**src/rtl/muldiv_if.sv**
```systemverilog
// Request/response bundle between the execute stage and the iterative RV32M multiply/divide unit.
interface muldiv_if;
    logic        start;
    logic [2:0]  funct3;
    logic [31:0] rs1Data;
    logic [31:0] rs2Data;
    logic        busy;
    logic        done;
    logic [31:0] result;

    modport master (
        output start, funct3, rs1Data, rs2Data,
        input  busy, done, result
    );

    modport slave (
        input  start, funct3, rs1Data, rs2Data,
        output busy, done, result
    );
endinterface

```
**src/rtl/muldiv_unit.sv**
```systemverilog
// Iterative RV32M multiply/divide: radix-2 shift-add multiply and restoring divide on
// sign-stripped magnitudes, one bit per cycle, with a single-cycle path for divide corner cases.
module muldiv_unit (
    input  logic     clk,
    input  logic     rst,
    muldiv_if.slave  bus
);
    typedef enum logic [1:0] {IDLE, CALC, DONE} state_t;

    state_t      state_q, state_d;
    logic [4:0]  cnt_q, cnt_d;
    logic [2:0]  op_q, op_d;
    logic        a_neg_q, a_neg_d;
    logic        b_neg_q, b_neg_d;
    logic [31:0] opnd_q, opnd_d;
    logic [63:0] acc_q, acc_d;
    logic [31:0] rem_q, rem_d;
    logic [31:0] result_q, result_d;
    logic        busy_q, busy_d;
    logic        done_q, done_d;

    logic        a_signed, b_signed;
    logic        a_neg_in, b_neg_in;
    logic [31:0] mag_a, mag_b;
    logic        div_by_zero, div_overflow;
    logic [32:0] mul_sum;
    logic [63:0] mul_next;
    logic [32:0] div_shift, div_trial;
    logic        div_ok;
    logic [31:0] div_rem_next, div_quo_next;
    logic [63:0] prod_fix;
    logic [31:0] quo_fix, rem_fix, fixed_result;

    always_comb begin
        a_signed = 1'b0;
        b_signed = 1'b0;
        case (bus.funct3)
            3'b000, 3'b001, 3'b100, 3'b110: begin
                a_signed = 1'b1;
                b_signed = 1'b1;
            end
            3'b010:  a_signed = 1'b1;
            default: ;
        endcase
    end

    assign a_neg_in     = a_signed & bus.rs1Data[31];
    assign b_neg_in     = b_signed & bus.rs2Data[31];
    assign mag_a        = a_neg_in ? (32'd0 - bus.rs1Data) : bus.rs1Data;
    assign mag_b        = b_neg_in ? (32'd0 - bus.rs2Data) : bus.rs2Data;
    assign div_by_zero  = bus.funct3[2] & (bus.rs2Data == 32'd0);
    assign div_overflow = bus.funct3[2] & ~bus.funct3[0] &
                          (bus.rs1Data == 32'h8000_0000) & (bus.rs2Data == 32'hFFFF_FFFF);

    // Multiply: acc = {partial product high, remaining multiplier bits}, shifted right each step.
    assign mul_sum  = {1'b0, acc_q[63:32]} + (acc_q[0] ? {1'b0, opnd_q} : 33'd0);
    assign mul_next = {mul_sum, acc_q[31:1]};

    // Divide: acc[31:0] shifts the dividend out at the top while quotient bits enter at the bottom.
    assign div_shift    = {rem_q, acc_q[31]};
    assign div_trial    = div_shift - {1'b0, opnd_q};
    assign div_ok       = ~div_trial[32];
    assign div_rem_next = div_ok ? div_trial[31:0] : div_shift[31:0];
    assign div_quo_next = {acc_q[30:0], div_ok};

    assign prod_fix = (a_neg_q ^ b_neg_q) ? (64'd0 - mul_next) : mul_next;
    assign quo_fix  = (a_neg_q ^ b_neg_q) ? (32'd0 - div_quo_next) : div_quo_next;
    assign rem_fix  = a_neg_q ? (32'd0 - div_rem_next) : div_rem_next;

    always_comb begin
        case (op_q)
            3'b000:         fixed_result = prod_fix[31:0];
            3'b100, 3'b101: fixed_result = quo_fix;
            3'b110, 3'b111: fixed_result = rem_fix;
            default:        fixed_result = prod_fix[63:32];
        endcase
    end

    always_comb begin
        state_d  = state_q;
        cnt_d    = cnt_q;
        op_d     = op_q;
        a_neg_d  = a_neg_q;
        b_neg_d  = b_neg_q;
        opnd_d   = opnd_q;
        acc_d    = acc_q;
        rem_d    = rem_q;
        result_d = result_q;
        busy_d   = busy_q;
        done_d   = 1'b0;
        case (state_q)
            IDLE: begin
                busy_d = 1'b0;
                if (bus.start) begin
                    op_d    = bus.funct3;
                    a_neg_d = a_neg_in;
                    b_neg_d = b_neg_in;
                    cnt_d   = 5'd0;
                    rem_d   = 32'd0;
                    busy_d  = 1'b1;
                    if (bus.funct3[2]) begin
                        opnd_d = mag_b;
                        acc_d  = {32'd0, mag_a};
                    end else begin
                        opnd_d = mag_a;
                        acc_d  = {32'd0, mag_b};
                    end
                    if (div_by_zero) begin
                        state_d  = DONE;
                        done_d   = 1'b1;
                        result_d = bus.funct3[1] ? bus.rs1Data : 32'hFFFF_FFFF;
                    end else if (div_overflow) begin
                        state_d  = DONE;
                        done_d   = 1'b1;
                        result_d = bus.funct3[1] ? 32'd0 : 32'h8000_0000;
                    end else begin
                        state_d = CALC;
                    end
                end
            end
            CALC: begin
                cnt_d = cnt_q + 5'd1;
                if (op_q[2]) begin
                    acc_d = {32'd0, div_quo_next};
                    rem_d = div_rem_next;
                end else begin
                    acc_d = mul_next;
                end
                // The 32nd iteration is folded straight into the sign-fixed result.
                if (cnt_q == 5'd31) begin
                    state_d  = DONE;
                    done_d   = 1'b1;
                    result_d = fixed_result;
                end
            end
            DONE: begin
                state_d = IDLE;
                busy_d  = 1'b0;
            end
            default: begin
                state_d = IDLE;
                busy_d  = 1'b0;
            end
        endcase
    end

    always_ff @(posedge clk or negedge rst) begin
        if (!rst) begin
            state_q  <= IDLE;
            cnt_q    <= 5'd0;
            op_q     <= 3'd0;
            a_neg_q  <= 1'b0;
            b_neg_q  <= 1'b0;
            opnd_q   <= 32'd0;
            acc_q    <= 64'd0;
            rem_q    <= 32'd0;
            result_q <= 32'd0;
            busy_q   <= 1'b0;
            done_q   <= 1'b0;
        end else begin
            state_q  <= state_d;
            cnt_q    <= cnt_d;
            op_q     <= op_d;
            a_neg_q  <= a_neg_d;
            b_neg_q  <= b_neg_d;
            opnd_q   <= opnd_d;
            acc_q    <= acc_d;
            rem_q    <= rem_d;
            result_q <= result_d;
            busy_q   <= busy_d;
            done_q   <= done_d;
        end
    end

    assign bus.busy   = busy_q;
    assign bus.done   = done_q;
    assign bus.result = result_q;
endmodule

```
**src/flat_wrapper.sv**
```systemverilog
// flat-port wrapper written by rule: the top's interface ports become plain ports
module muldiv_unit_flat 
  (clk, rst, bus_start, bus_funct3, bus_rs1Data, bus_rs2Data, bus_busy, bus_done, bus_result);
  muldiv_if bus_i ();
  input  logic clk;
  input  logic rst;
  input wire logic [$bits(bus_i.start)-1:0] bus_start;
  input wire logic [$bits(bus_i.funct3)-1:0] bus_funct3;
  input wire logic [$bits(bus_i.rs1Data)-1:0] bus_rs1Data;
  input wire logic [$bits(bus_i.rs2Data)-1:0] bus_rs2Data;
  output wire logic [$bits(bus_i.busy)-1:0] bus_busy;
  output wire logic [$bits(bus_i.done)-1:0] bus_done;
  output wire logic [$bits(bus_i.result)-1:0] bus_result;
  assign bus_i.start = bus_start;
  assign bus_i.funct3 = bus_funct3;
  assign bus_i.rs1Data = bus_rs1Data;
  assign bus_i.rs2Data = bus_rs2Data;
  assign bus_busy = bus_i.busy;
  assign bus_done = bus_i.done;
  assign bus_result = bus_i.result;
  muldiv_unit u_core (.clk(clk), .rst(rst), .bus(bus_i));
endmodule
```
**config.mk**
```make
export PLATFORM = sky130hd
export DESIGN_NAME = muldiv_unit_flat
export DESIGN_NICKNAME = d
export VERILOG_FILES = /design/src/rtl/muldiv_if.sv /design/src/rtl/muldiv_unit.sv /design/src/flat_wrapper.sv
export SDC_FILE = /design/constraint.sdc
export NUM_CORES = 1
export LEC_CHECK = 0
export ABC_AREA = 1
export BUFFER_PORTS_ARGS = -buffer_cell sky130_fd_sc_hd__buf_2
export CORE_MARGIN = 2
export CORE_UTILIZATION = 51
export CTS_BUF_LIST = sky130_fd_sc_hd__clkbuf_4 sky130_fd_sc_hd__clkbuf_8
export DETAILED_ROUTE_END_ITERATION = 7
export PLACE_DENSITY_LB_ADDON = 0.3
export SYNTH_ARGS = -nofsm -noshare
export SYNTH_HDL_FRONTEND = slang
export SYNTH_SLANG_ARGS = --single-unit
```
**constraint.sdc**
```tcl
create_clock -name clk -period 4.8 [get_ports clk]
set_input_delay 0.24 -clock clk [delete_from_list [all_inputs] [get_ports clk]]
set_output_delay 0.24 -clock clk [all_outputs]
set_load 0.01 [all_outputs]
```
==> results of run 1 <==
worst min path at each step:
stage	startpoint	to	slack, ns	cells after the start
floorplan	rst	u_core.a_neg_q	-0.06	0
global placement	rst	u_core.bus.busy	0.26	1
detailed placement	rst	u_core.bus.busy	0.27	1
CTS	bus_rs1Data[1]	u_core.bus.result[1]	0.01	3
global route	bus_rs1Data[1]	u_core.bus.result[1]	0.02	3
finish	bus_rs1Data[1]	u_core.bus.result[1]	0.03	3
registers in the layout, indices dropped and copies added, names as in the netlist:
signal	flops
u_core.a_neg_q	1
u_core.state_q	2
u_core.rem_q	32
u_core.cnt_q	5
u_core.op_q	3
u_core.bus.busy	1
u_core.bus.done	1
u_core.opnd_q	32
u_core.bus.result	32
u_core.b_neg_q	1
u_core.acc_q	64
metal layers:
| layer | track usage [%] | share of wire (%) | vias to the layer above |
|---|---|---|---|
| li1 | - | - | 10589 |
| met1 | 57.95 | 40 | 10623 |
| met2 | 64.01 | 40 | 1389 |
| met3 | 11.26 | 12 | 267 |
| met4 | 31.44 | 8.3 | 6 |
| met5 | 0 | 0.042 | - |
timing repair:
item | CTS | global route
hold buffers | 2 | 0
resized for setup | 0 | 1
buffers inserted | 0 | 0
endpoints found under the setup margin | 0 | 1
hold endpoints to repair | 61 | 0
worst max-delay path: stages, from the launching register on:
cell	delay [ns]
dfrtp_1	0.63
inv_1	0.09
ha_1	0.39
nand2_1	0.12
nor2_1	0.17
nand2_1	0.11
nor2_1	0.33
nand2_4	0.11
nand2_4	0.09
nand2_2	0.20
nand2_8	0.32
nand2_4	0.09
nand2_4	0.10
ha_1	0.19
nand3_1	0.14
inv_1	0.18
nand3_1	0.13
nand2_2	0.14
nand3_1	0.08
nand2_1	0.06
nand3_1	0.24
nand3b_1	0.35
nand2_1	0.08
nand2_1	0.06
cells by family (layout without fill, tap and decap cells):
family / count (synthesis) / after routing / synth area share [%]
and+or+nand+nor: 1793 / 1793 / 39.85
buffers and inverters: 596 / 669 / 12.21
AOI/OAI and AO/OA: 486 / 486 / 16.03
DFF: 174 / 174 / 22.75
xor gates and xnor gates: 93 / 93 / 4.255
adders and majority gates: 74 / 74 / 4.915
other: 0 / 1 / 0
layout make-up:
type	instances	share of cell area [%]
Antenna cell	1	0.01221
Clock buffer	17	1.142
Clock inverter	14	0.6045
Inverter	491	8.994
Multi-Input combinational cell	2446	60.90
Sequential cell	174	21.25
Tap cell	468	2.858
Timing Repair Buffer	147	4.244
through the flow:
| stage | worst slack (ns) | hold WS [ns] |
|---|---|---|
| final | 0.3226 | 0.03186 |
| after global routing | 0.07481 | 0.02063 |
| after CTS | 0.3840 | 0.01252 |
| after detailed placement | 0.4071 | 0.2719 |
| after global placement | 0.4356 | 0.2614 |
| after floorplan | 1.315 | -0.05559 |
placed cells by master (no fill, tap or decap), drive strengths merged, types with 2 or more instances in the layout:
| cell | instances |
|---|---|
| a21oi | 125 |
| nand2 | 1061 |
| a221oi | 29 |
| o21bai | 8 |
| o21a | 3 |
| clkbuf | 17 |
| a21boi | 3 |
| and2 | 3 |
| inv | 496 |
| nand3b | 18 |
| ha | 72 |
| or2 | 2 |
| o2111ai | 23 |
| dfrtp | 174 |
| o221ai | 24 |
| buf | 145 |
| nand4 | 64 |
| fa | 2 |
| o31ai | 5 |
| nor4 | 12 |
| nor2 | 335 |
| o21ai | 146 |
| xor2 | 74 |
| a22oi | 41 |
| a2111oi | 2 |
| nor3 | 43 |
| dlygate4sd3 | 2 |
| xnor2 | 19 |
| a31oi | 4 |
| a22o | 2 |
| o22ai | 29 |
| o211ai | 35 |
| clkinv | 8 |
| nand3 | 254 |
==> reports/results.txt, run 1 <==
outcome: finished, final reports clean
Worst R2R Start: u_core.opnd_q[24]
Crit. End Element: register
RSZ-0062 raised after global routing: false
Yosys cell types: 60
register area share after synthesis: 22.75%
clk buf depth: 2
Final Non-Filler Cells: 3758
CTS tree: built
end of the critical path: u_core.bus.result[26]
vias per inst: 6.087
pins over their slew limit: 0
predominant post-synthesis flop cell: dfrtp_1
first-pass GRT wire length: 128800 um
count of max-cap constraint violations: 0
Hold/Removal Path Class: input pin to register
Area Growth Syn to Fin: 7.039%
Routed WL per cell: 22.96 um
I/O pins: 104
clock root buffer: clkbuf_8
Worst-path clk slew: 0.10 ns
number of CTS-inserted buffers: 17
Seq. cell area: 4354 um2
# clock sinks: 174
Fin. Hold Viols: 0
area leader, netlist: dfrtp_1
critical path class: register to register
vias post-DR: 22874
cell area after synthesis: 19140 um2
vias in the first global route: 21191
TNS Setup: 0 ns
CP max FO: 43
Final nets: 3421
Fill cells: 3890
Critical R2R Capture: u_core.bus.result[26]
worst slew pin tran: 1.112 ns
fmax: 0.2233 GHz
gpl congestion: 1.080
Yosys reg bits: 174
GRT overflow: 0
pin count of the biggest net entering global routing: 115
Slew headroom: 25.77%
DRC: 0
synth top area cells: dfrtp_1 23%, nand2_1 20%, inv_1 9.4%, nand3_1 6.5%, nor2_1 6.4%
Synth Warn #: 0
Arr. time, crit path: 4.96 ns
post-synth top area share: 22.75%
layout cell share with drive strength beyond 1: 7.753%
initial antenna violation count: 4
Setup-failing EPs final: 0
Port Buffer Count: 103
clk_lat worst skew: 0.55 ns
Pre-Repair DR Iteration Count: 8
Syn Inst Count: 3216
footprint of the multi-input gates: 12480 um2
Avg Cell Area, Syn: 5.953 um2
critical path startpoint category: register
H-tree depth: 4
clk_skew: 0.02385 ns
Die Ht: 197.7 um
Chip Width: 197.7 um
fin crit share: 93.28%
DP Area: 20100 um2
GRT Util Overall: 44.44%
Final ANT Viol Nets: 0
Reg2Reg Setup Slack: 0.32 ns
CORE AREA: 36790 um2
Initial Util: 52.04%
hpwl dp: 70190 um
syn_nets: 3360
ys async rst share: 100.0%
post-layout util: 55.70%
R2R depth: 23
Post-synth top cells: 1021 x nand2_1, 480 x inv_1, 325 x nor2_1, 250 x nand3_1, 174 x dfrtp_1
min cycle time layout: 4.477 ns
WL final: 86300 um
# rows: 70
fin area: 20490 um2
drt initial violations: 2943
Worst EP required: 5.28 ns
EDFF count, synth: 0
most common cell in the netlist: nand2_1
Placed Cells: 3724
Setup crit start: u_core.opnd_q[24]
die area: 39100 um2
Power of run 1 is left out: the tool's default activity adds up to more than one toggle a clock period on the data nets, which glitch-free logic cannot reach.
==> run 2, diff against run 1 <==
Settings changed: CORE_UTILIZATION 51 to 40, CTS_CLUSTER_SIZE from default to 24.
==> run 2 against run 1 <==
  * Register-to-register slack improved by 0.17 ns
  * Critical path depth rose by 3
  * Non-clock buffer count rose by 3
  * Die area rose by 27%
  * Global-route usage fell by 9.0 points
  * Sequential share of layout area fell by 0.22 points
  * Cell count rose by 4.0%
  * Hold slack got worse by 0.0027 ns
  * Wire length rose by 3.0%
  * Flip-flop and latch count did not move
  * Cell area rose by 1.1%
  * Critical path type unchanged
  * Largest cell class unchanged
==> reports/results.txt, run 2 (synthesis results as in run 1) <==
WL final: 88880 um
Fin. Hold Viols: 0
TNS Setup: 0 ns
max reg flops: 64
Hold/Removal Path Class: input pin to register
Crit. End Element: register
cell at the slowest stage of the critical path: nand2_4
Setup-failing EPs final: 0
Slew headroom: 23.30%
pins over their slew limit: 0
# Post-CTS Setup Buffers: 0
hold_buf cts: 2
clk buf depth: 2
Port Buffer Count: 103
CP delay by family, top: simple AND/OR/NAND/NOR gates
Arr. time, crit path: 4.80 ns
GRT overflow: 0
Worst-path clk slew: 0.12 ns
outcome: finished, final reports clean
Fill cells: 5313
pin count of the biggest net entering global routing: 93
gpl congestion: 1.048
Worst EP required: 5.29 ns
vias in the first global route: 20734
# clock sinks: 174
pre-CTS setup slack: 0.6483 ns
DP Area: 20300 um2
RSZ-0062 raised after global routing: false
CTS tree: built
CORE AREA: 47450 um2
H-tree depth: 4
hpwl dp: 72420 um
fin area: 20710 um2
number of CTS-inserted buffers: 17
fmax: 0.2324 GHz
Post-CTS Resized: 0
critical path class: register to register
Reg2Reg Setup Slack: 0.50 ns
first-pass GRT wire length: 130900 um
min cycle time layout: 4.303 ns
clock root buffer: clkbuf_8
commonest non-fill, non-tap cells in the layout: 1021 x nand2_1, 479 x inv_1, 319 x nor2_1, 250 x nand3_1, 174 x dfrtp_1
Initial Util: 40.35%
critical path startpoint category: register
fin crit share: 89.64%
vias post-DR: 22444
Final nets: 3424
Pre-Repair DR Iteration Count: 7
Routed WL per cell: 22.73 um
clk_skew: 0.03786 ns
most common cell after layout, fill and taps aside: nand2_1
drt initial violations: 2832
CP max FO: 43
Die Ht: 222.8 um
# rows: 80
Worst path max stage delay: 0.48 ns
count of max-cap constraint violations: 0
vias per inst: 5.740
layout cell share with drive strength beyond 1: 7.896%
Fin Hold WS: 0.02914 ns
initial antenna violation count: 6
clk_lat worst skew: 0.56 ns
worst slew pin tran: 1.149 ns
most used cell, CP: nand2_1
I/O pins: 104
die area: 49620 um2
largest register by flop count: u_core.acc_q
Area Growth Syn to Fin: 8.176%
setup ws final: 0.4975 ns
GRT Util Overall: 35.49%
DRC: 0
Chip Width: 222.8 um
Final ANT Viol Nets: 0
crit path buf inv count: 2
run 2: layout make-up:
| class | count | area (um2) | area share [%] |
|---|---|---|---|
| diodes | 2 | 5.005 | 0.02417 |
| clock buffers | 17 | 234.0 | 1.130 |
| clock inverters | 15 | 148.9 | 0.7190 |
| inverters | 491 | 1843 | 8.900 |
| multi-input cells | 2446 | 12470 | 60.23 |
| flip-flops and latches | 174 | 4354 | 21.03 |
| well taps | 615 | 769.5 | 3.716 |
| repair buffers | 150 | 882.1 | 4.260 |
run 2: worst reg2reg max path, cell delays in order (launching register included):
cell and delay (ns):
dfrtp_1 0.45, inv_1 0.17, ha_1 0.18, inv_1 0.07, fa_1 0.42, nand2_1 0.10, nand2_1 0.06, nand3b_1 0.10
nand2_2 0.10, nand2_2 0.09, nand2_2 0.07, nand2_4 0.09, nand3_2 0.26, nand2_4 0.49, nand2_4 0.10, nand2_4 0.11
ha_1 0.18, nand3_1 0.12, nor2_1 0.21, nand3_1 0.18, nand2_2 0.15, nand2_1 0.06, nand2_1 0.06, nand3_1 0.17
nand3b_1 0.15, nand2_1 0.05, nand2_1 0.07
run 2: routing by layer:
layer / wire length [um] / global-route usage, % / up-vias
met3: 9302 / 7.670 / 228
met5: 100 / 0.9775 / -
met4: 5937 / 21.07 / 8
met1: 35590 / 45.78 / 10351
met2: 37950 / 54.40 / 1272
li1: - / - / 10585
run 2: path summary, 6_finish.rpt:
kind,from,cells past startpoint,end
max reg2reg,u_core.acc_q[31],26,u_core.bus.result[22]
min in group asynchronous,rst,2,u_core.cnt_q[2]
max in group asynchronous,rst,3,u_core.acc_q[36]
min,bus_start,3,u_core.state_q[0]
max,u_core.acc_q[31],26,u_core.bus.result[22]
min reg2reg,u_core.bus.busy,2,u_core.bus.busy
run 2: metrics by stage:
step / cells / util [%]
after floorplan: 3216 / -
after global placement: 3874 / 42.79
after detailed placement: 3874 / 42.79
after CTS: 3908 / 43.64
after global routing: 3908 / 43.64
final: 3910 / 43.65
Power of run 2 is left out for the same reason.
